--- src/rtl/out_port_fifo_if.sv ---
// ---------------------------------------------------------------------------
// out_port_fifo_if
// Bundles the output-port handshake between the processor (write side), the
// peripheral (read side) and the out_port_fifo.
//   i_wr_en / i_wr_data : one word enqueued per cycle while the strobe is high
//   o_full / o_afull    : status derived from the registered occupancy
//   o_out_valid / o_out_data / i_out_ready : first-word-fall-through drain
//   o_count             : occupancy 0..DEPTH
//   o_overflow / i_clr_ovf : sticky drop flag and its synchronous clear
// The slave modport is the FIFO's view; the master modport is the
// environment's view (processor plus peripheral).
// ---------------------------------------------------------------------------
interface out_port_fifo_if #(
  parameter int DATA_W = 16,
  parameter int ADDR_W = 3
);
  logic              i_wr_en;
  logic [DATA_W-1:0] i_wr_data;
  logic              o_full;
  logic              o_afull;
  logic              o_out_valid;
  logic [DATA_W-1:0] o_out_data;
  logic              i_out_ready;
  logic [ADDR_W:0]   o_count;
  logic              o_overflow;
  logic              i_clr_ovf;

  modport master (
    output i_wr_en, i_wr_data, i_out_ready, i_clr_ovf,
    input  o_full, o_afull, o_out_valid, o_out_data, o_count, o_overflow
  );

  modport slave (
    input  i_wr_en, i_wr_data, i_out_ready, i_clr_ovf,
    output o_full, o_afull, o_out_valid, o_out_data, o_count, o_overflow
  );
endinterface

--- src/rtl/out_port_fifo.sv ---
// ---------------------------------------------------------------------------
// out_port_fifo
// Queues the processor's 16-bit OUT-instruction writes and drains them to an
// external peripheral over a valid/ready handshake (first-word-fall-through).
// Ports:
//   clk  : single clock, all state changes on the rising edge
//   rst  : asynchronous active-high reset; clears pointers, count, overflow
//          flag and every storage entry
//   bus  : out_port_fifo_if.slave carrying the write strobe/data, the drain
//          handshake, full/almost-full status, occupancy and overflow flag
// ---------------------------------------------------------------------------
module out_port_fifo #(
  parameter int DATA_W    = 16,
  parameter int DEPTH     = 8,
  parameter int ADDR_W    = 3,
  parameter int AFULL_LVL = 6
) (
  input logic             clk,
  input logic             rst,
  out_port_fifo_if.slave  bus
);

  localparam logic [ADDR_W:0]   DEPTH_C = (ADDR_W+1)'(DEPTH);
  localparam logic [ADDR_W:0]   AFULL_C = (ADDR_W+1)'(AFULL_LVL);
  localparam logic [ADDR_W-1:0] PTR_ONE = ADDR_W'(1);
  localparam logic [ADDR_W:0]   CNT_ONE = (ADDR_W+1)'(1);

  logic [DATA_W-1:0] mem_q [DEPTH];
  logic [ADDR_W-1:0] wr_ptr_q, wr_ptr_d;
  logic [ADDR_W-1:0] rd_ptr_q, rd_ptr_d;
  logic [ADDR_W:0]   count_q, count_d;
  logic              ovf_q, ovf_d;

  logic full;
  logic pop;
  logic push;
  logic drop;

  // Status comes only from the registered count, so there is no
  // combinational path from the strobes to full/afull/count.
  assign full = (count_q == DEPTH_C);
  assign pop  = (count_q != '0) && bus.i_out_ready;
  // A pop in the same cycle frees a slot, so a write to a full FIFO
  // is still accepted when the peripheral drains at the same time.
  assign push = bus.i_wr_en && (!full || pop);
  assign drop = bus.i_wr_en && full && !pop;

  // Next-state for pointers, occupancy and the sticky overflow flag.
  // A drop in the same cycle as a clear keeps the flag set.
  always_comb begin
    wr_ptr_d = wr_ptr_q;
    rd_ptr_d = rd_ptr_q;
    count_d  = count_q;
    ovf_d    = ovf_q;
    if (push) wr_ptr_d = wr_ptr_q + PTR_ONE;
    if (pop)  rd_ptr_d = rd_ptr_q + PTR_ONE;
    case ({push, pop})
      2'b10:   count_d = count_q + CNT_ONE;
      2'b01:   count_d = count_q - CNT_ONE;
      default: count_d = count_q;
    endcase
    if (drop)               ovf_d = 1'b1;
    else if (bus.i_clr_ovf) ovf_d = 1'b0;
  end

  // Control registers.
  always_ff @(posedge clk or posedge rst) begin
    if (rst) begin
      wr_ptr_q <= '0;
      rd_ptr_q <= '0;
      count_q  <= '0;
      ovf_q    <= 1'b0;
    end else begin
      wr_ptr_q <= wr_ptr_d;
      rd_ptr_q <= rd_ptr_d;
      count_q  <= count_d;
      ovf_q    <= ovf_d;
    end
  end

  // Storage is cleared on reset so the head word reads zero straight away.
  always_ff @(posedge clk or posedge rst) begin
    if (rst) begin
      for (int i = 0; i < DEPTH; i++) mem_q[i] <= '0;
    end else if (push) begin
      mem_q[wr_ptr_q] <= bus.i_wr_data;
    end
  end

  assign bus.o_out_data  = mem_q[rd_ptr_q];
  assign bus.o_out_valid = (count_q != '0);
  assign bus.o_full      = full;
  assign bus.o_afull     = (count_q >= AFULL_C);
  assign bus.o_count     = count_q;
  assign bus.o_overflow  = ovf_q;

endmodule
--- src/flat_wrapper.sv ---
// flat-port wrapper written by rule: the top's interface ports become plain ports
module out_port_fifo_flat 
#(
  parameter int DATA_W    = 16,
  parameter int DEPTH     = 8,
  parameter int ADDR_W    = 3,
  parameter int AFULL_LVL = 6
)
  (clk, rst, bus_i_wr_en, bus_i_wr_data, bus_i_out_ready, bus_i_clr_ovf, bus_o_full, bus_o_afull, bus_o_out_valid, bus_o_out_data, bus_o_count, bus_o_overflow);
  out_port_fifo_if #(.DATA_W(DATA_W), .ADDR_W(ADDR_W)) bus_i ();
  input logic clk;
  input logic rst;
  input wire logic [$bits(bus_i.i_wr_en)-1:0] bus_i_wr_en;
  input wire logic [$bits(bus_i.i_wr_data)-1:0] bus_i_wr_data;
  input wire logic [$bits(bus_i.i_out_ready)-1:0] bus_i_out_ready;
  input wire logic [$bits(bus_i.i_clr_ovf)-1:0] bus_i_clr_ovf;
  output wire logic [$bits(bus_i.o_full)-1:0] bus_o_full;
  output wire logic [$bits(bus_i.o_afull)-1:0] bus_o_afull;
  output wire logic [$bits(bus_i.o_out_valid)-1:0] bus_o_out_valid;
  output wire logic [$bits(bus_i.o_out_data)-1:0] bus_o_out_data;
  output wire logic [$bits(bus_i.o_count)-1:0] bus_o_count;
  output wire logic [$bits(bus_i.o_overflow)-1:0] bus_o_overflow;
  assign bus_i.i_wr_en = bus_i_wr_en;
  assign bus_i.i_wr_data = bus_i_wr_data;
  assign bus_i.i_out_ready = bus_i_out_ready;
  assign bus_i.i_clr_ovf = bus_i_clr_ovf;
  assign bus_o_full = bus_i.o_full;
  assign bus_o_afull = bus_i.o_afull;
  assign bus_o_out_valid = bus_i.o_out_valid;
  assign bus_o_out_data = bus_i.o_out_data;
  assign bus_o_count = bus_i.o_count;
  assign bus_o_overflow = bus_i.o_overflow;
  out_port_fifo #(.DATA_W(DATA_W), .DEPTH(DEPTH), .ADDR_W(ADDR_W), .AFULL_LVL(AFULL_LVL)) u_core (.clk(clk), .rst(rst), .bus(bus_i));
endmodule
--- config.mk ---
export PLATFORM = sky130hd
export DESIGN_NAME = out_port_fifo_flat
export DESIGN_NICKNAME = d
export VERILOG_FILES = /design/src/rtl/out_port_fifo_if.sv /design/src/rtl/out_port_fifo.sv /design/src/flat_wrapper.sv
export SDC_FILE = /design/constraint.sdc
export NUM_CORES = 1
export LEC_CHECK = 0
export CORE_ASPECT_RATIO = 1.4
export CORE_UTILIZATION = 40
export DETAILED_ROUTE_END_ITERATION = 12
export PLACE_DENSITY = 0.63
export SKIP_LAST_GASP = 1
export SYNTH_ARGS = -nofsm -noshare
export SYNTH_HDL_FRONTEND = slang
export SYNTH_SLANG_ARGS = --single-unit
export TNS_END_PERCENT = 1
--- constraint.sdc ---
create_clock -name clk -period 7.32 [get_ports clk]
set_input_delay 1.83 -clock clk [delete_from_list [all_inputs] [get_ports clk]]
set_output_delay 1.83 -clock clk [all_outputs]
set_load 0.05 [all_outputs]
==> flow_summary.json, run 1 <==
{
  "synth-adder-area-share_pct": 0.556,
  "routed_wire_length_per_instance_um": 20.2,
  "relSlewSlack_pct": 24.0,
  "die_y_um": 156,
  "grt_pass1_vias": 4043,
  "synth_cell_types": 43,
  "layout_worst_path_cycle_share_pct": 66.7,
  "floorplan.core_area_um2": 16300,
  "critPathLaunchType": "register",
  "final-setup-viol-count": 0,
  "rr_startpoint": "u_core.bus.o_count[1]$_DFFE_PP0P_",
  "grt_first_pass_wirelength_um": 21900,
  "ys_dominant_reg_cell": "sky130_fd_sc_hd__dfrtp_1",
  "cts_buffers": 17,
  "final_hold_fails": 0,
  "met3_wirelength_um": 508,
  "insertion_delay_ps": 420,
  "total_number_of_vias": 3598,
  "power.share.switching_pct": 35.6,
  "viasPerCell": 5.52,
  "vdd_ir_drop_max_uv": 263,
  "layout.cell_area.non_filler_um2": 7850,
  "mappedNetlistNets": 427,
  "grt_max_degree": 90,
  "cp-end-kind": "output pin",
  "static_leak_nw": 3.39,
  "drv_cap": 0,
  "synth.cell_area_um2": 6750,
  "post-layout-total-power_mw": 4.29,
  "postLayoutCoreUtil_pct": 48.2,
  "overflow": 0,
  "critical_path_required_ps": 5490,
  "ys_async_rst_share_pct": 100,
  "dieArea_um2": 17400,
  "number_of_iterations_in_the_first_detailed_routing_pass": 8,
  "path_clk_slew_ps": 60,
  "violated_checks": "design-rule violations",
  "row_count": 55,
  "layout-area-overhead-vs-synth_pct": 16.3,
  "max_clock_freq_mhz": 205,
  "floorplan.initialDensity_pct": 41.4,
  "seq_area_frac_synth_pct": 51.5,
  "design.final.nets": 464,
  "internal_power_mw": 2.76,
  "place_inst": 620,
  "route.top_layer_used": "met4",
  "tritoncts_num_sinks": 139,
  "ant_nets": 0,
  "slew_viol_final": 0,
  "wl_met2_um": 6640,
  "clock_tree.root_cell": "sky130_fd_sc_hd__clkbuf_16",
  "synth.area.mux_share_pct": 37.4,
  "holdCritPathClass": "register to register",
  "min_delay_worst_endpoint": "u_core.mem_q[13]$_DFFE_PP0P_",
  "power.clock.fraction_pct": 20.6,
  "count_of_cells_resized_by_post_cts_repair": 0,
  "period_minus_slack_ps": 4880,
  "total_number_of_yosys_warnings": 0,
  "grtUsageTotal_pct": 16.8,
  "seq_power_share_pct": 33.3,
  "post_synth_xor_area_fraction_pct": 0.648,
  "power_share_of_the_combinational_group_pct": 46.1,
  "netlist.top_cell.by_area": "sky130_fd_sc_hd__dfrtp_1",
  "r2r_cells": 3,
  "cell_depth_of_the_worst_hold_path": 1,
  "net-switching-power_mw": 1.53,
  "synth_simple_gate_area_share_pct": 1.57,
  "share_of_the_synthesized_area_in_the_top_cell_type_pct": 51.5,
  "detailed_place.area_um2": 7240,
  "cts_tree": "done",
  "main_combinational_cell_family_by_area_after_synthesis": "multiplexers",
  "outcome": "complete, but fails checks",
  "top_area_cells_in_the_synthesized_netlist": "sky130_fd_sc_hd__dfrtp_1 52%, sky130_fd_sc_hd__mux2_2 17%, sky130_fd_sc_hd__mux4_2 11%",
  "setup_slack_ps": 2440,
  "worst_ep_arrival_time_ps": 3050,
  "cts_post_setup_buffers_inserted": 0,
  "setup_repair_after_global_routing_missed_its_margin": "no",
  "layout.cells.non_filler": 652,
  "route.final.wire_length_um": 13200,
  "worstHoldStart": "u_core.mem_q[13]$_DFFE_PP0P_",
  "dpl_worst_slack_ps": 2800,
  "synthesis.area_per_instance_um2": 16.8,
  "critPathKind": "register to output pin",
  "syn_inst": 403,
  "place.detailed.hpwl_um": 7700,
  "wire_length_on_met1_um": 5900,
  "reg2reg_setup_slack_ps": 4350,
  "ys_ff_latch": 139,
  "clock_tree.htree_level_count": 4,
  "floorplan.die.width_um": 112,
  "initial_antenna_violation_count": 0,
  "clockBufferDepth": 2,
  "routabilityCongestion": 0.734,
  "hold_slack_ps": 489,
  "synth_compound_area_share_pct": 4.52,
  "drt_first_iter_violations": 126,
  "totalNegativeSetupSlack_ps": 0,
  "synth-edff-count": 0,
  "drc": 2,
  "tightestPinTransition_ps": 1140,
  "clock-skew-final_ps": 7.20,
  "post_cts_hold_buffer_count": 0,
  "worst-path-max-fanout": 27,
  "final_layout_size_suffix_gt1_share_pct": 48.8,
  "top_ports": 45,
  "antenna-diode-count": 0,
  "placement.io_buffers": 44,
  "r2r_end": "u_core.mem_q[61]$_DFFE_PP0P_",
  "power_per_standard_cell_area_nw_per_um2": 547
}
registers in the layout, indices dropped and copies added (netlist names):
signal and flops:
u_core.bus.o_count 4, u_core.bus.o_overflow 1, u_core.mem_q 128, u_core.rd_ptr_q 3, u_core.wr_ptr_q 3
layout by cell type, fill, tap and decap left out, drive strengths merged, types with 3 or more instances in the layout:
cell type / instances
o211ai: 5
bufinv: 3
clkinvlp: 3
dfrtp: 139
inv: 9
mux4: 32
o2111ai: 4
ha: 3
clkbuf: 21
xnor2: 4
clkdlybuf4s50: 44
buf: 3
clkinv: 4
mux2: 146
worst max-delay path by stage:
stage	start	to	slack, ps
floorplan	rst	u_core.bus.o_count[0]$_DFFE_PP0P_	1770
global placement	u_core.rd_ptr_q[0]$_DFFE_PP0N_	bus_o_out_data[11]	2810
detailed placement	u_core.rd_ptr_q[0]$_DFFE_PP0N_	bus_o_out_data[11]	2800
CTS	u_core.rd_ptr_q[0]$_DFFE_PP0N_	bus_o_out_data[11]	2340
global route	u_core.rd_ptr_q[0]$_DFFE_PP0N_	bus_o_out_data[10]	2270
finish	u_core.rd_ptr_q[0]$_DFFE_PP0N_	bus_o_out_data[14]	2440
power groups by stage:
stage | clock network [mW] | registers, mW | logic [mW]
floorplan | 0 | 1.33 | 1.64
global placement | 0 | 1.42 | 1.97
detailed placement | 0 | 1.44 | 2.00
CTS | 0.900 | 1.43 | 2.01
global route | 0.932 | 1.48 | 2.10
finish | 0.884 | 1.43 | 1.98
cell families after synthesis:
logic type               Yosys count
AO/OA/AOI/OAI                     23
AND/OR/NAND/NOR                   17
buffers and inverters             37
flip-flops                       139
XOR/XNOR                           5
multiplexers                     179
adder cells (fa/ha/maj)            3
area by class of cell:
| cell class | instances | area, µm² |
|---|---|---|
| Clock inverter | 11 | 141 |
| Clock buffer | 21 | 470 |
| Inverter | 8 | 32.5 |
| Multi-Input combinational cell | 227 | 3020 |
| Tap cell | 199 | 249 |
| Timing Repair Buffer | 47 | 463 |
| Fill cell | 1371 | 8460 |
| Sequential cell | 139 | 3480 |
cell usage after synthesis (all sizes together), types with 2 or more instances:
master,n
dfrtp,139
o31ai,2
o2111ai,4
nor3,2
o211ai,5
clkbuf,11
xnor2,4
ha,3
o41ai,2
mux2,146
o21ai,2
a21o,2
buf,18
inv,8
mux4,32
nor2b,2
nor2,2
metal layers:
metal | up-vias | global-route usage, %
met5 | - | 0
met4 | 0 | 5.47
met3 | 15 | 4.51
met2 | 62 | 27.9
met1 | 1932 | 21.3
li1 | 1589 | -
worst max-delay path: stages, from the launching register on:
cell and delay, ps:
sky130_fd_sc_hd__dfrtp_2 500, sky130_fd_sc_hd__buf_4 530, sky130_fd_sc_hd__mux4_2 560, sky130_fd_sc_hd__mux2_2 300
sky130_fd_sc_hd__clkdlybuf4s50_1 710
Power figures use the tool's default switching activity.
==> run 2: changes to the inputs <==
==> constraint.sdc (replaced) <==
create_clock -name clk -period 5 [get_ports clk]
set_input_delay 1.25 -clock clk [delete_from_list [all_inputs] [get_ports clk]]
set_output_delay 1.25 -clock clk [all_outputs]
set_load 0.05 [all_outputs]
==> flow_summary.json, run 2 (synthesized netlist as in run 1, its figures left out) <==
{
  "outcome": "complete, but fails checks",
  "violated_checks": "design-rule violations",
  "floorplan.core_area_um2": 16300,
  "max_clock_freq_mhz": 238,
  "routed_wire_length_per_instance_um": 20.5,
  "total_number_of_vias": 3578,
  "cts_post_setup_buffers_inserted": 0,
  "power.clock.fraction_pct": 19.8,
  "grt_max_degree": 82,
  "largest_register": "u_core.mem_q",
  "layout-area-overhead-vs-synth_pct": 16.6,
  "cp-end-kind": "output pin",
  "cp_slowest_cell": "sky130_fd_sc_hd__dfrtp_2",
  "floorplan.initialDensity_pct": 41.4,
  "grtUsageTotal_pct": 16.9,
  "grt_first_pass_wirelength_um": 21900,
  "place.detailed.hpwl_um": 8050,
  "power_share_of_the_combinational_group_pct": 46.4,
  "totalNegativeSetupSlack_ps": 0,
  "internal_power_mw": 4.04,
  "worst-path-buf-inv": 2,
  "timing_endpoint_of_the_critical_path": "bus_o_out_data[13]",
  "critical_path_cell_count": 4,
  "path_delay_family": "buffers and inverters",
  "number_of_iterations_in_the_first_detailed_routing_pass": 10,
  "power_per_standard_cell_area_nw_per_um2": 794,
  "floorplan.die.width_um": 112,
  "route.final.wire_length_um": 13400,
  "period_minus_slack_ps": 4200,
  "tightestPinTransition_ps": 1220,
  "worst-path-max-fanout": 20,
  "viasPerCell": 5.47,
  "die_y_um": 156,
  "dieArea_um2": 17400,
  "placement.io_buffers": 44,
  "final_hold_fails": 0,
  "count_of_cells_resized_by_post_cts_repair": 0,
  "drt_first_iter_violations": 169,
  "holdCritPathClass": "register to register",
  "cts_tree": "done",
  "critical_path_required_ps": 3750,
  "final-setup-viol-count": 0,
  "reg2reg_setup_slack_ps": 2340,
  "slew_viol_final": 0,
  "r2r_cells": 4,
  "seq_power_share_pct": 33.8,
  "clockBufferDepth": 2,
  "post_cts_hold_buffer_count": 0,
  "top_ports": 45,
  "crit_chain": "buf_12 > mux4_2 > mux2_2 > clkdlybuf4s50_1",
  "row_count": 55,
  "timing.critical_path.slowest_cell_delay_ps": 710,
  "vdd_ir_drop_max_uv": 347,
  "r2r_end": "u_core.mem_q[124]$_DFFE_PP0P_",
  "tritoncts_num_sinks": 139,
  "routabilityCongestion": 0.749,
  "clock_tree.root_cell": "sky130_fd_sc_hd__clkbuf_16",
  "static_leak_nw": 3.40,
  "insertion_delay_ps": 420,
  "most-common-layout-cells": "138 x sky130_fd_sc_hd__dfrtp_1, 104 x sky130_fd_sc_hd__mux2_2, 44 x sky130_fd_sc_hd__clkdlybuf4s50_1",
  "initial_antenna_violation_count": 0,
  "power.share.switching_pct": 35.5,
  "dpl_worst_slack_ps": 1150,
  "worst_ep_arrival_time_ps": 2950,
  "clock_tree.htree_level_count": 4,
  "grt_pass1_vias": 3940,
  "setup_repair_after_global_routing_missed_its_margin": "no",
  "overflow": 0,
  "post-layout-total-power_mw": 6.26,
  "final_layout_size_suffix_gt1_share_pct": 48.6,
  "net-switching-power_mw": 2.22,
  "layout.cells.most_common": "sky130_fd_sc_hd__dfrtp_1",
  "antenna-diode-count": 0,
  "setup_slack_ps": 799,
  "drv_cap": 0,
  "startpoint": "u_core.rd_ptr_q[0]$_DFFE_PP0N_",
  "ant_nets": 0,
  "relSlewSlack_pct": 17.9,
  "largest_register_ff_count": 128,
  "rr_startpoint": "u_core.bus.o_count[1]$_DFFE_PP0P_",
  "layout_worst_path_cycle_share_pct": 84.0,
  "path_clk_slew_ps": 60,
  "cts_buffers": 17,
  "design.final.nets": 466,
  "critPathLaunchType": "register",
  "critPathKind": "register to output pin",
  "clock-skew-final_ps": 6.71,
  "drc": 2
}
run 2: worst min path at each step:
stage,from,end,cells past startpoint
2_1_floorplan,u_core.mem_q[13]$_DFFE_PP0P_,u_core.mem_q[13]$_DFFE_PP0P_,1
3_3_place_gp,u_core.mem_q[14]$_DFFE_PP0P_,u_core.mem_q[14]$_DFFE_PP0P_,1
3_5_place_dp,u_core.wr_ptr_q[2]$_DFFE_PP0P_,u_core.wr_ptr_q[2]$_DFFE_PP0P_,1
4_1_cts,u_core.wr_ptr_q[2]$_DFFE_PP0P_,u_core.wr_ptr_q[2]$_DFFE_PP0P_,1
5_1_grt,u_core.mem_q[84]$_DFFE_PP0P_,u_core.mem_q[84]$_DFFE_PP0P_,1
6_report,u_core.wr_ptr_q[2]$_DFFE_PP0P_,u_core.wr_ptr_q[2]$_DFFE_PP0P_,1
run 2: power by group through the flow:
stage               Combinational (mW)  Sequential (mW)  Clock (mW)
CTS                               2.94             2.12        1.27
global placement                  2.87             2.10           0
detailed placement                2.93             2.13           0
global route                      3.07             2.19        1.32
floorplan                         2.40             1.95           0
finish                            2.90             2.12        1.24
run 2: worst reg2reg max path, delay by kind of cell (launching register included):
family	cells	cell delay, ps
compound gates	1	770
simple gates	1	580
flops	1	530
mux	1	430
buf+inv	1	240
run 2: layout make-up:
type | count | area [µm²]
fillers | 1379 | 8430
flip-flops and latches | 139 | 3480
multi-input cells | 227 | 3020
clock buffers | 25 | 505
repair buffers | 49 | 503
well taps | 199 | 249
clock inverters | 7 | 87.6
inverters | 8 | 32.5
run 2: per-stage QoR:
step	instance area (µm²)	util [%]	instances	hold slack (ps)
detailed placement	7280	44.6	622	480
floorplan	6750	-	403	459
CTS	7880	48.3	654	492
global placement	7280	44.6	622	473
finish	7880	48.3	654	490
global route	7880	48.3	654	507
run 2: routing by layer:
layer	vias up	GRT usage [%]	part of all wire [%]
met1	1908	21.3	44
met5	-	0	0
met2	64	28.0	51
li1	1591	-	-
met3	15	4.97	3.6
met4	0	5.21	1.4
